$ cat src/rtl/selfwrite_cfg_loader.sv
// selfwrite_cfg_loader: streams a header-checked bitstream image from 1-cycle-latency memory into the fabric self-write port.
// Define SELFWRITE_CHECKSUM_EN to require a trailing XOR word after the payload.
module selfwrite_cfg_loader #(
  parameter int          ADDR_WIDTH = 12,
  parameter logic [31:0] SYNC_WORD  = 32'hFAB0_FAB1,
  parameter int          STROBE_GAP = 1
) (
  input  logic                  CLK,
  input  logic                  RST,
  input  logic                  start,
  input  logic                  abort,
  output logic                  mem_en,
  output logic [ADDR_WIDTH-1:0] mem_addr,
  input  logic [31:0]           mem_rdata,
  output logic                  SelfWriteStrobe,
  output logic [31:0]           SelfWriteData,
  output logic                  busy,
  output logic                  done,
  output logic                  error,
  output logic [1:0]            err_code,
  output logic [ADDR_WIDTH-1:0] words_written
);
  typedef enum logic [3:0] {
    IDLE, RD_SYNC, CHK_SYNC, RD_LEN, CHK_LEN, RD_DATA, STROBE, GAP, RD_CHK, CMP_CHK, DONE, ERROR
  } state_t;
`ifdef SELFWRITE_CHECKSUM_EN
  localparam int     TAIL = 3;
  localparam state_t FIN  = RD_CHK;
`else
  localparam int     TAIL = 2;
  localparam state_t FIN  = DONE;
`endif
  localparam logic [ADDR_WIDTH-1:0] MAX_N = ADDR_WIDTH'((1 << ADDR_WIDTH) - TAIL);
  state_t                state_q, state_d;
  logic [ADDR_WIDTH-1:0] ww_q, ww_d, len_q, len_d, wr_next;
  logic [1:0]            err_q, err_d;
  logic [31:0]           data_q, data_d;
  logic [3:0]            gap_q, gap_d;
  logic                  idle_st;
`ifdef SELFWRITE_CHECKSUM_EN
  logic [31:0]           xor_q, xor_d;
`endif
  assign idle_st       = state_q inside {IDLE, DONE, ERROR};
  assign wr_next       = ww_q + ADDR_WIDTH'(1);
  assign busy          = !idle_st;
  assign done          = state_q == DONE;
  assign error         = state_q == ERROR;
  assign err_code      = err_q;
  assign words_written = ww_q;
  // Strobe decodes straight from state so it falls the instant RST asserts;
  // the memory holds rdata through STROBE, so the word is stable under it.
  assign SelfWriteStrobe = state_q == STROBE && !abort;
  assign SelfWriteData   = state_q == STROBE ? mem_rdata : data_q;
  always_comb begin
    state_d  = state_q;
    ww_d     = ww_q;
    len_d    = len_q;
    err_d    = err_q;
    data_d   = data_q;
    gap_d    = gap_q;
`ifdef SELFWRITE_CHECKSUM_EN
    xor_d    = xor_q;
`endif
    mem_en   = 1'b0;
    mem_addr = '0;
    case (state_q)
      IDLE, DONE, ERROR: if (start) begin
        ww_d    = '0;
        err_d   = abort ? 2'd3 : 2'd0;
        state_d = abort ? ERROR : RD_SYNC;
`ifdef SELFWRITE_CHECKSUM_EN
        xor_d   = '0;
`endif
      end
      RD_SYNC: begin
        mem_en  = 1'b1;
        state_d = CHK_SYNC;
      end
      CHK_SYNC: begin
        state_d = mem_rdata == SYNC_WORD ? RD_LEN : ERROR;
        err_d   = mem_rdata == SYNC_WORD ? err_q : 2'd1;
      end
      RD_LEN: begin
        mem_en   = 1'b1;
        mem_addr = ADDR_WIDTH'(1);
        state_d  = CHK_LEN;
      end
      CHK_LEN: begin
        len_d = mem_rdata[ADDR_WIDTH-1:0];
        if (|mem_rdata[31:ADDR_WIDTH] || mem_rdata[ADDR_WIDTH-1:0] > MAX_N) begin
          state_d = ERROR;
          err_d   = 2'd2;
        end else
          state_d = mem_rdata[ADDR_WIDTH-1:0] == '0 ? DONE : RD_DATA;
      end
      RD_DATA: begin
        mem_en   = 1'b1;
        mem_addr = ww_q + ADDR_WIDTH'(2);
        state_d  = STROBE;
      end
      STROBE: begin
        ww_d    = wr_next;
        data_d  = mem_rdata;
        gap_d   = '0;
        state_d = STROBE_GAP > 0 ? GAP : wr_next == len_q ? FIN : RD_DATA;
`ifdef SELFWRITE_CHECKSUM_EN
        xor_d   = xor_q ^ mem_rdata;
`endif
      end
      GAP: begin
        gap_d = gap_q + 4'd1;
        if (gap_q == 4'(STROBE_GAP - 1)) state_d = ww_q == len_q ? FIN : RD_DATA;
      end
`ifdef SELFWRITE_CHECKSUM_EN
      RD_CHK: begin
        mem_en   = 1'b1;
        mem_addr = len_q + ADDR_WIDTH'(2);
        state_d  = CMP_CHK;
      end
      CMP_CHK: begin
        state_d = mem_rdata == xor_q ? DONE : ERROR;
        err_d   = mem_rdata == xor_q ? err_q : 2'd3;
      end
`endif
      default: state_d = IDLE;
    endcase
    // Abort suppresses any write still pending in this cycle.
    if (!idle_st && abort) begin
      state_d = ERROR;
      err_d   = 2'd3;
      ww_d    = ww_q;
      data_d  = data_q;
    end
  end
  always_ff @(posedge CLK or posedge RST)
    if (RST) begin
      state_q <= IDLE;
      ww_q    <= '0;
      len_q   <= '0;
      err_q   <= '0;
      data_q  <= '0;
      gap_q   <= '0;
`ifdef SELFWRITE_CHECKSUM_EN
      xor_q   <= '0;
`endif
    end else begin
      state_q <= state_d;
      ww_q    <= ww_d;
      len_q   <= len_d;
      err_q   <= err_d;
      data_q  <= data_d;
      gap_q   <= gap_d;
`ifdef SELFWRITE_CHECKSUM_EN
      xor_q   <= xor_d;
`endif
    end
endmodule

$ cat config.mk
export PLATFORM = sky130hd
export DESIGN_NAME = selfwrite_cfg_loader
export DESIGN_NICKNAME = d
export VERILOG_FILES = /design/src/rtl/selfwrite_cfg_loader.sv
export SDC_FILE = /design/constraint.sdc
export NUM_CORES = 1
export LEC_CHECK = 0
export ABC_AREA = 1
export CAP_MARGIN = 40
export CORE_MARGIN = 8
export CORE_UTILIZATION = 40
export CTS_CLUSTER_DIAMETER = 80
export CTS_CLUSTER_SIZE = 20
export DETAILED_ROUTE_END_ITERATION = 10
export GPL_ROUTABILITY_DRIVEN = 0
export MAX_ROUTING_LAYER = met4
export PLACE_DENSITY = 0.67
export SLEW_MARGIN = 20
export SYNTH_ARGS = -nofsm -noshare
export SYNTH_HDL_FRONTEND = slang
export SYNTH_SLANG_ARGS = --single-unit
$ cat constraint.sdc
create_clock -name CLK -period 5.4 [get_ports CLK]
set_input_delay 1.08 -clock CLK [delete_from_list [all_inputs] [get_ports CLK]]
set_output_delay 1.08 -clock CLK [all_outputs]
set_load 0.02 [all_outputs]
==> results by group, run 1 <==
Critical path
  – Setup crit end kind: output port
  – Critical path depth: 7
  – Critical path's top delay family: buffers and inverters
  – Worst Path Max Fanout: 37
  – Critical Path Start Type: flop
  – Worst EP required: 4.32 ns
  – Setup CP Type: flop to output port
  – Crit path arrival time: 2.75 ns
  – Slowest stage delay, CP: 0.67 ns
  – CP Buf/Inv Count: 3
  – FF-to-FF path depth: 10
  – Most common cell on crit path: inv_2
  – Slowest stage cell on the critical path: clkdlybuf4s50_1
  – Critical path, cell by cell: inv_2 > nor2_4 > nand2_4 > inv_2 > nand2_1 > o21ai_0 > clkdlybuf4s50_1

Floorplan
  – Core ar.: 0.0101 mm^2
  – Die Y: 117 um
  – Top-level I/O count: 99
  – # rows: 37
  – Die X: between 100 and 150 um
  – Die Area: 0.0138 mm^2
  – Initial Util: 40.5%

Timing
  – Period utilization: 70.9%
  – Fmax: about 260 MHz
  – Setup Viol. Count Final: 0
  – Hold_ws: 0.481 ns
  – Relative slew slack: 55.2%
  – Measured slew at the worst slew-check pin: 0.670 ns
  – RSZ-0062 raised after global routing: false
  – Worst Skew: 0.00933 ns
  – Setup TNS: 0 ns
  – Setup ws final: between 1.5 and 2 ns
  – Clock period minus worst slack: 3.83 ns
  – Count of final hold-check violations: 0
  – Max-slew violations: 0

CTS
  – CTS Buf Count: 9
  – CTS tree: built
  – CTS Root Cell: clkbuf_8
  – CTS resizes: 0
  – CTS Buffer Depth: 2
  – # hold bufs at CTS: 0
  – Post-CTS Setup Bufs: 0
  – CTS H-tree lvls: 3
  – Clk Latency, worst-skew pair: 0.33 ns
  – Clock transition at path regs: 0.08 ns
  – Clock sink count: 66

Detailed routing
  – Routed wire per std cell: 14.1 um
  – DRC Markers: 0
  – Via density: 4.92
  – Post-Route WL: ~12 mm
  – Drt first-iter violations: 267
  – Final ANT Viol Nets: 0
  – DR vias: about 4100
  – TritonRoute pass-1 iters: 7

Pwr
  – Psw: 1000 uW
  – Leakage dissipation: 2.46 nW
  – Internal power: between 1 and 1.5 mW
  – Clock share of power: around 22%
  – Switching share of power: between 40% and 50%
  – Register share of total power: 30.6%
  – Worst vdd ir: 193 uV
  – Comb pwr share: a little under half
  – Cell Pwr Density: 450 mW/mm^2

Final layout
  – Final nets: 731
  – Synthesis-to-layout area growth: 32.8%
  – Utilization after layout: 53.8%
  – Fill cell count: 997
  – Diodes inserted: 0
  – Finished Layout Cells: 832
  – Share of post-route cells with drive strength above 1: 7.47%
  – Most frequent cells in the layout: 191 x nand2_1, 98 x clkdlybuf4s50_1, 76 x inv_1
  – Commonest non-fill, non-tap cell in the layout: nand2_1

Synth
  – Post-Syn Area: between 0.004 and 0.005 mm^2
  – Register area share after synthesis: 40.3%
  – Synth cell types: 33
  – Post-synth EDFFs: 0
  – Post-synthesis register bit count: 66
  – Gate Count Post-Synth: between 500 and 600
  – Synth Flop Type: dfrtp_1
  – Area leader, netlist: dfrtp_1
  – Top post-synthesis cells by area: dfrtp_1 40%, nand2_1 17%, o21ai_0 7.3%
  – Ys async rst share: 100%
  – Avg Cell Area, Syn: 6.91 um^2
  – Syn_nets: 634
  – Yosys Warn Count: 0
  – Synth top area share: 40.3%

Global routing
  – Total GRT Usage: 18.3%
  – Largest net degree at the start of global routing: 56
  – Initial antenna violation count: 0
  – First-pass GRT wire length: 19.2 mm
  – Vias in the first global route: 4015
  – GR Overflow Total: 0

Placed design
  – HPWL after DPL: 9.11 mm
  – Cell Count Post-Placement: 816
  – Buffers on Ports: 98
  – Dpl ws: 1.60 ns

Worst hold path
  – Tightest Hold Check Type: flop to flop
  – Hold path depth: 2

Status
  – Status: finished clean

Job
  – Max-cap violations: 0
==> sequential cells by signal, summed over array words and instances, names as in the netlist <==
register       cells
words_written     12
gap_q              4
len_q             12
state_q            4
data_q            32
err_code           2
==> area by class of cell <==
type / count / area, um^2 / share of cell area, %
Clock buffer: 12 / 155 / 2.85
Clock inverter: 4 / 97.6 / 1.79
Inverter: 84 / 320 / 5.88
Multi-Input combinational cell: 431 / 2070 / 37.9
Sequential cell: 66 / 1650 / 30.3
Tap cell: 136 / 170 / 3.12
Timing Repair Buffer: 99 / 988 / 18.1
==> Yosys cell counts (2+ instances only) <==
| cell type | n |
|---|---|
| nand2_1 | 191 |
| inv_1 | 77 |
| nor2_1 | 72 |
| dfrtp_1 | 66 |
| o21ai_0 | 60 |
| nand3_1 | 26 |
| a21oi_1 | 14 |
| mux2_2 | 12 |
| nor3_1 | 10 |
| o21ai_1 | 9 |
| buf_2 | 6 |
| a31oi_1 | 5 |
| clkbuf_1 | 5 |
| inv_2 | 5 |
| nand2_4 | 5 |
| ha_1 | 4 |
| nand4_1 | 4 |
| nor2_2 | 3 |
| inv_4 | 2 |
| nor2_4 | 2 |
| nor3_4 | 2 |
| o22ai_1 | 2 |
| xor2_1 | 2 |
==> logic make-up (layout without fill, tap and decap cells) <==
family	after synthesis	after routing	share of synthesized area, %
flip-flops	66	66	40.3
buffers and inverters	97	199	9.36
multiplexers	12	12	3.29
AO/OA/AOI/OAI	94	94	12.2
XOR/XNOR	3	3	0.641
adder cells (fa/ha/maj)	4	4	1.22
AND/OR/NAND/NOR	318	318	33.1
==> metal layers <==
metal	wire [um]	track usage (%)	up-vias
met5	0	-	-
met4	86	4.35	0
met3	769	4.05	6
met2	5550	30.1	108
met1	5370	22.5	1904
li1	-	-	2075
==> power groups by stage <==
| stage | clock network [mW] | registers [mW] | logic, mW |
|---|---|---|---|
| after floorplan | 0 | 0.747 | 0.768 |
| after global placement | 0 | 0.752 | 1.16 |
| after detailed placement | 0 | 0.760 | 1.18 |
| after CTS | 0.537 | 0.750 | 1.19 |
| after global routing | 0.557 | 0.772 | 1.30 |
| final | 0.528 | 0.750 | 1.18 |
==> final timing paths <==
path / from / end / slack (ns)
min: err_code[1]$_DFFE_PP0P_ / err_code[1]$_DFFE_PP0P_ / 0.48
max reg2reg: state_q[0]$_DFFE_PP0P_ / state_q[1]$_DFFE_PP0P_ / 3.28
max: state_q[1]$_DFFE_PP0P_ / SelfWriteData[23] / 1.57
min in group asynchronous: RST / words_written[1]$_DFFE_PP0P_ / 1.16
max in group asynchronous: RST / words_written[9]$_DFFE_PP0P_ / 3.29
min reg2reg: err_code[1]$_DFFE_PP0P_ / err_code[1]$_DFFE_PP0P_ / 0.48
==> tightest hold or removal path, cell delays in order, from the launching register on <==
cell and delay, ns:
dfrtp_1 0.35, nand2_1 0.05, nand2_1 0.05
==> through the flow <==
step / power [mW] / area (um^2)
6_report: 2.45 / 5450
5_1_grt: 2.63 / 5450
4_1_cts: 2.47 / 5450
3_5_place_dp: 1.94 / 5200
3_3_place_gp: 1.91 / 5200
2_1_floorplan: 1.51 / 4100
No activity file was read; power rests on OpenSTA's default activity.
==> run 2, diff against run 1 <==
- PLACE_DENSITY: 0.67 -> 0.69
- clock period: 5.4 -> 3.1 ns (I/O delays scaled with it)
==> run 2 against run 1 <==
- sequential share of layout area is 0.19 points lower
- clock-buffer cell count unchanged
- via count is 1.7% higher
- die area is the same
- global-route usage grew 0.30 points
- largest cell class unchanged
==> results by group, run 2 (synthesized netlist as in run 1, its figures left out) <==
Global routing
  – Initial antenna violation count: 0 (unchanged)
  – GR Overflow Total: 0 (unchanged)
  – First-pass GRT wire length: 19.5 mm (was 19.2 mm)
  – Largest net degree at the start of global routing: 67 (was 56)
  – Total GRT Usage: 18.6% (was 18.3%)
  – Vias in the first global route: 4078 (was 4015)

Floorplan
  – Core ar.: 0.0101 mm^2 (unchanged)
  – Die Area: 0.0138 mm^2 (unchanged)
  – Die Y: 117 um (unchanged)
  – Initial Util: 40.5% (unchanged)
  – Top-level I/O count: 99 (unchanged)
  – # rows: 37 (unchanged)
  – Die X: 117 um (unchanged)

Job
  – Max-cap violations: 0 (unchanged)

CTS
  – CTS H-tree lvls: 3 (unchanged)
  – Clock sink count: 66 (unchanged)
  – Clk Latency, worst-skew pair: 0.34 ns (was 0.33 ns)
  – Clock transition at path regs: 0.07 ns (was 0.08 ns)
  – CTS Buffer Depth: 2 (unchanged)
  – CTS Root Cell: clkbuf_8 (unchanged)
  – CTS tree: built (unchanged)
  – Post-CTS Setup Bufs: 0 (unchanged)
  – CTS Buf Count: 9 (unchanged)

Final layout
  – Diodes inserted: 0 (unchanged)
  – Post-route design area: 0.00551 mm^2 (was 0.00545 mm^2)
  – Utilization after layout: 54.3% (was 53.8%)
  – Commonest non-fill, non-tap cell in the layout: nand2_1 (unchanged)
  – Final nets: 736 (was 731)
  – Max FFs per register: 32 (unchanged)
  – Fill cell count: 1002 (was 997)
  – Synthesis-to-layout area growth: 34.2% (was 32.8%)
  – Most frequent cells in the layout: 191 x nand2_1, 76 x inv_1, 72 x clkdlybuf4s50_1 (was 191 x nand2_1, 98 x clkdlybuf4s50_1, 76 x inv_1)
  – Most flop-heavy register: data_q (unchanged)
  – Share of post-route cells with drive strength above 1: 9.00% (was 7.47%)

Detailed routing
  – Final ANT Viol Nets: 0 (unchanged)
  – Routed wire per std cell: 14.3 um (was 14.1 um)
  – Drt first-iter violations: 233 (was 267)
  – TritonRoute pass-1 iters: 5 (was 7)
  – Post-Route WL: 12.0 mm (was 11.8 mm)
  – DRC Markers: 0 (unchanged)
  – DR vias: 4164 (was 4093)
  – Via density: 4.98 (was 4.92)

Critical path
  – Critical Path Start Type: flop (unchanged)
  – R2R setup slack: 1.07 ns (was 3.28 ns)
  – FF-to-FF path depth: 10 (unchanged)
  – Crit path arrival time: 2.36 ns (was 2.75 ns)
  – RR Endpoint: state_q[1]$_DFFE_PP0P_ (unchanged)
  – R2R Path Start: state_q[0]$_DFFE_PP0P_ (unchanged)
  – Worst EP required: 2.48 ns (was 4.32 ns)
  – Setup CP Type: flop to output port (unchanged)
  – Setup crit end kind: output port (unchanged)
  – Worst Path Max Fanout: 18 (was 37)

Timing
  – Fmax: roughly 340 MHz
  – Clock period minus worst slack: 2.98 ns
  – Setup Viol. Count Final: 0 (unchanged)
  – Measured slew at the worst slew-check pin: 0.562 ns (was 0.670 ns)
  – Period utilization: a little over nine tenths
  – Hold_ws: 0.482 ns (was 0.481 ns)
  – Relative slew slack: 62.5% (was 55.2%)
  – Count of final hold-check violations: 0 (unchanged)
  – Setup TNS: 0 ns (unchanged)
  – RSZ-0062 raised after global routing: false (unchanged)
  – Max-slew violations: 0 (unchanged)
  – Worst Skew: 0.0102 ns (was 0.00933 ns)

Pwr
  – Comb pwr share: 50.9% (was 47.9%)
  – Psw: 1.73 mW (was 1000 uW)
  – Worst vdd ir: 296 uV (was 193 uV)
  – Register share of total power: 32.6% (was 30.6%)
  – Leakage dissipation: 2.80 nW (was 2.46 nW)
  – Switching share of power: 43.2% (was 40.8%)
  – Clock share of power: 16.4% (was 21.5%)
  – Cell Pwr Density: 727 mW/mm^2 (was 450 mW/mm^2)
  – Internal power: 2.27 mW (was 1.45 mW)

Worst hold path
  – Tightest Hold Check Type: flop to flop (unchanged)
  – Hold path depth: 2 (unchanged)
  – Worst Hold Endpoint: err_code[1]$_DFFE_PP0P_ (unchanged)
  – Hold path start: err_code[1]$_DFFE_PP0P_ (unchanged)

Placed design
  – HPWL after DPL: 9.13 mm (was 9.11 mm)
  – DP Area: 0.00526 mm^2 (was 0.00520 mm^2)
  – Buffers on Ports: 98 (unchanged)

Status
  – Status: finished clean (unchanged)
[run 2: power groups by stage]
stage          Combinational [mW]  Sequential [mW]  Clock [mW]
6_report                     2.04             1.31       0.657
5_1_grt                      2.27             1.34       0.708
4_1_cts                      2.08             1.30       0.668
3_5_place_dp                 2.07             1.32           0
3_3_place_gp                 2.03             1.31           0
2_1_floorplan                1.34             1.30           0
[run 2: cell type report]
cell class / instances / area, um^2 / area share, %
sequential: 66 / 1660 / 30.1
clock buffer: 12 / 155 / 2.82
timing repair buffer: 104 / 1110 / 20.2
clock inverter: 3 / 15.0 / 0.273
multi-input combinational: 431 / 2070 / 37.7
inverter: 84 / 320 / 5.82
tap: 136 / 170 / 3.09
[run 2: worst max-delay path, cell delays in order, from the launching register on]
cell and delay [ns]:
dfrtp_1 0.46, nor2_2 0.21, nand2_4 0.21, buf_4 0.26, o21ai_0 0.22, clkdlybuf4s50_1 0.65
[run 2: metal layers]
metal	vias to the layer above	wire, um	global-route usage [%]
li1	2082	-	-
met1	1928	5330	23.0
met4	0	82	4.18
met5	-	0	-
met2	146	5580	29.8
met3	8	964	5.18
[run 2: how the worst max path moves through the flow]
stage,end,slack (ns),depth (start not counted),startpoint
final,SelfWriteData[12],0.12,5,state_q[3]$_DFFE_PP0P_
after global routing,SelfWriteData[12],0.01,5,state_q[3]$_DFFE_PP0P_
after CTS,SelfWriteData[29],0.02,8,state_q[1]$_DFFE_PP0P_
after detailed placement,SelfWriteData[0],0.21,4,mem_rdata[0]
after global placement,SelfWriteData[0],0.24,4,mem_rdata[0]
after floorplan,mem_addr[11],0.80,9,words_written[2]$_DFFE_PP0P_
[run 2: through the flow]
stage	cells	setup slack, ns	power (mW)
floorplan	594	0.799	2.64
CTS	836	0.0201	4.05
global route	836	0.0104	4.32
detailed placement	821	0.215	3.38
finish	836	0.119	4.00
global placement	821	0.237	3.34
[run 2: repair_timing]
action | CTS | global route
hold buffers | 0 | 0
resized for setup | 2 | 31
endpoints found under the setup margin | 2 | 29
==> run 3, diff against run 2 <==
- CAP_MARGIN: 40 -> not set
- CELL_PAD_IN_SITES_DETAIL_PLACEMENT: not set -> 0
- CELL_PAD_IN_SITES_GLOBAL_PLACEMENT: not set -> 1
- CORE_UTILIZATION: 40 -> 32
- PLACE_DENSITY: 0.69 -> not set
- PLACE_DENSITY_LB_ADDON: not set -> 0.1
==> run 3 against run 2 <==
- sequential share of layout area down 0.91 points
- clock skew down 0.0053 ns
- non-clock buffer count up 5
- core utilization down 9.2 points
- die area up 21%
- worst hold slack better by 0.0043 ns
- via count down 0.43%
- clock-buffer cell count down 2
- first-iteration DRC count up 17%
- largest cell class unchanged
- highest routed layer unchanged
==> results by group, run 3 (synthesized netlist as in run 1, its figures left out) <==
Placed design
  – Buffers on Ports: 98 (unchanged)
  – HPWL after DPL: 10.0 mm (was 9.13 mm)

Final layout
  – Most flop-heavy register: data_q (unchanged)
  – Most frequent cells in the layout: 191 x nand2_1, 77 x clkdlybuf4s50_1, 76 x inv_1 (was 191 x nand2_1, 76 x inv_1, 72 x clkdlybuf4s50_1)
  – Max FFs per register: 32 (unchanged)
  – Diodes inserted: 0 (unchanged)
  – Commonest non-fill, non-tap cell in the layout: nand2_1 (unchanged)
  – Final nets: 741 (was 736)
  – Share of post-route cells with drive strength above 1: 9.36% (was 9.00%)
  – Fill cell count: 1334 (was 1002)
  – Synthesis-to-layout area growth: 38.2% (was 34.2%)

Floorplan
  – Die X: 129 um (was 117 um)
  – Die Y: 129 um (was 117 um)
  – Die Area: 0.0167 mm^2 (was 0.0138 mm^2)
  – Top-level I/O count: 99 (unchanged)
  – # rows: 41 (was 37)
  – Core ar.: 0.0126 mm^2 (was 0.0101 mm^2)
  – Initial Util: 32.6% (was 40.5%)

Critical path
  – Worst Path Max Fanout: 18 (unchanged)
  – Setup CP Type: flop to output port (unchanged)
  – Worst EP required: 2.48 ns (about the same)
  – Crit path arrival time: 2.29 ns (was 2.36 ns)
  – Setup crit end kind: output port (unchanged)
  – Slowest stage cell on the critical path: clkdlybuf4s50_1 (unchanged)
  – CP Buf/Inv Count: 3 (was 2)
  – Slowest stage delay, CP: 0.62 ns (was 0.65 ns)
  – Most common cell on crit path: nand2_1
  – Critical path, cell by cell: nor2_2 > nand2_4 > inv_4 > buf_4 > nand2_1 > nand2_1 > clkdlybuf4s50_1 (was nor2_2 > nand2_4 > buf_4 > o21ai_0 > clkdlybuf4s50_1)
  – Critical Path Start Type: flop (unchanged)
  – Critical path's top delay family: buffers and inverters (unchanged)

Pwr
  – Internal power: 2.60 mW (was 2.27 mW)
  – Worst vdd ir: 288 uV (was 296 uV)
  – Register share of total power: 29.4% (was 32.6%)
  – Comb pwr share: 47.2% (was 50.9%)
  – Cell Pwr Density: 777 mW/mm^2 (was 727 mW/mm^2)
  – Pwr Total: 4.40 mW (was 4.00 mW)
  – Leakage dissipation: 2.79 nW (was 2.80 nW)
  – Clock share of power: 23.5% (was 16.4%)
  – Switching share of power: 41.1% (was 43.2%)
  – Psw: 1.81 mW (was 1.73 mW)

Timing
  – RSZ-0062 raised after global routing: false (unchanged)
  – Setup Viol. Count Final: 0 (unchanged)
  – Period utilization: 94.0% (was 96.2%)
  – Count of final hold-check violations: 0 (unchanged)
  – Relative slew slack: 60.6% (was 62.5%)
  – Clock period minus worst slack: 2.91 ns (was 2.98 ns)
  – Worst Skew: 0.00492 ns (was 0.0102 ns)
  – Setup TNS: 0 ns (unchanged)
  – Fmax: 343 MHz (was 335 MHz)
  – Measured slew at the worst slew-check pin: 0.590 ns (was 0.562 ns)
  – Max-slew violations: 0 (unchanged)

Global routing
  – Total GRT Usage: 16.9% (was 18.6%)
  – GR Overflow Total: 0 (unchanged)
  – Initial antenna violation count: 0 (unchanged)
  – Vias in the first global route: 4223 (was 4078)
  – Largest net degree at the start of global routing: 56 (was 67)
  – First-pass GRT wire length: 21.4 mm (was 19.5 mm)

Detailed routing
  – Final ANT Viol Nets: 0 (unchanged)
  – DRC Markers: 0 (unchanged)
  – Post-Route WL: 12.9 mm (was 12.0 mm)
  – Routed wire per std cell: 14.7 um (was 14.3 um)
  – DR vias: 4146 (was 4164)
  – Via density: 4.73 (was 4.98)
  – TritonRoute pass-1 iters: 5 (unchanged)
  – Drt first-iter violations: 272 (was 233)

Status
  – Status: finished clean (unchanged)

Job
  – Max-cap violations: 0 (unchanged)

CTS
  – CTS H-tree lvls: 3 (unchanged)
  – Post-CTS Setup Bufs: 0 (unchanged)
  – Clock sink count: 66 (unchanged)
  – CTS tree: built (unchanged)
  – Clk Latency, worst-skew pair: 0.34 ns (about the same)
  – Clock transition at path regs: 0.06 ns (was 0.07 ns)
  – CTS Buffer Depth: 2 (unchanged)
  – CTS Root Cell: clkbuf_16 (was clkbuf_8)
  – CTS Buf Count: 9 (unchanged)

Worst hold path
  – Tightest Hold Check Type: flop to flop (unchanged)
## run 3: cell count changes in the layout (fill, tap and decap cells not counted), sizes merged
cell | before | now
clkinv | 3 | 2
dlymetal6s2s | 25 | 19
buf | 6 | 11
bufinv | 0 | 1
clkbuf | 12 | 10
clkdlybuf4s50 | 72 | 77
clkinvlp | 0 | 2
clkdlybuf4s15 | 0 | 1
## run 3: per-stage QoR
| stage | setup WS (ns) | instances | hold WS (ns) | utilization (%) | instance area (um^2) |
|---|---|---|---|---|---|
| 4_1_cts | 0.0209 | 877 | 0.491 | 44.6 | 5610 |
| 3_5_place_dp | 0.214 | 862 | 0.468 | 42.3 | 5320 |
| 5_1_grt | 0.00108 | 877 | 0.521 | 45.1 | 5670 |
| 2_1_floorplan | 0.799 | 594 | 0.472 | - | 4100 |
| 3_3_place_gp | 0.229 | 862 | 0.462 | 42.3 | 5320 |
| 6_report | 0.187 | 877 | 0.486 | 45.1 | 5670 |
## run 3: repair_timing
action / 4_1_cts / 5_1_grt
endpoints found under the hold margin: 0 / 0
setup endpoints to repair: 2 / 24
hold buffers: 0 / 0
cloned: 0 / 0
gates resized for setup: 4 / 23
## run 3: worst paths after layout
path | from | endpoint | slack (ns) | depth (start not counted)
min in group asynchronous | RST | data_q[17]$_DFFE_PP0N_ | 0.67 | 2
min | err_code[0]$_DFFE_PP0P_ | err_code[0]$_DFFE_PP0P_ | 0.49 | 2
max reg2reg | state_q[1]$_DFFE_PP0P_ | state_q[1]$_DFFE_PP0P_ | 0.99 | 11
max | state_q[3]$_DFFE_PP0P_ | SelfWriteData[5] | 0.19 | 7
max in group asynchronous | RST | words_written[2]$_DFFE_PP0P_ | 1.67 | 3
min reg2reg | err_code[0]$_DFFE_PP0P_ | err_code[0]$_DFFE_PP0P_ | 0.49 | 2
## run 3: per-layer routing
layer | track usage (%) | vias up | part of all wire (%)
met4 | 6.29 | 0 | 1.8
met2 | 26.2 | 102 | 46
li1 | - | 2095 | -
met3 | 3.37 | 13 | 5.5
met1 | 21.3 | 1936 | 47
met5 | - | - | 0
## run 3: layout make-up
type / count / area [um^2] / share of cell area, %
timing repair buffer: 109 / 1110 / 19.6
clock inverter: 5 / 55.1 / 0.971
clock buffer: 10 / 239 / 4.22
tap: 172 / 215 / 3.80
inverter: 84 / 323 / 5.69
multi-input combinational: 431 / 2070 / 36.5
sequential: 66 / 1660 / 29.2
## run 3: power groups by stage
stage               registers (mW)  logic [mW]  clock network [mW]
floorplan                     1.30        1.34                   0
global placement              1.30        2.10                   0
detailed placement            1.31        2.11                   0
CTS                           1.30        2.13                1.06
global route                  1.33        2.32                1.10
finish                        1.29        2.08                1.03
## run 3: worst reg2reg max path: stages (launching register included)
cell and delay [ns]:
dfrtp_1 0.39, buf_4 0.17, nor2_1 0.19, nand2_2 0.09
nand2_4 0.11, inv_4 0.06, nand2_4 0.42, nand3_1 0.23
inv_1 0.12, nand4_1 0.11, nand2_1 0.08, inv_1 0.04
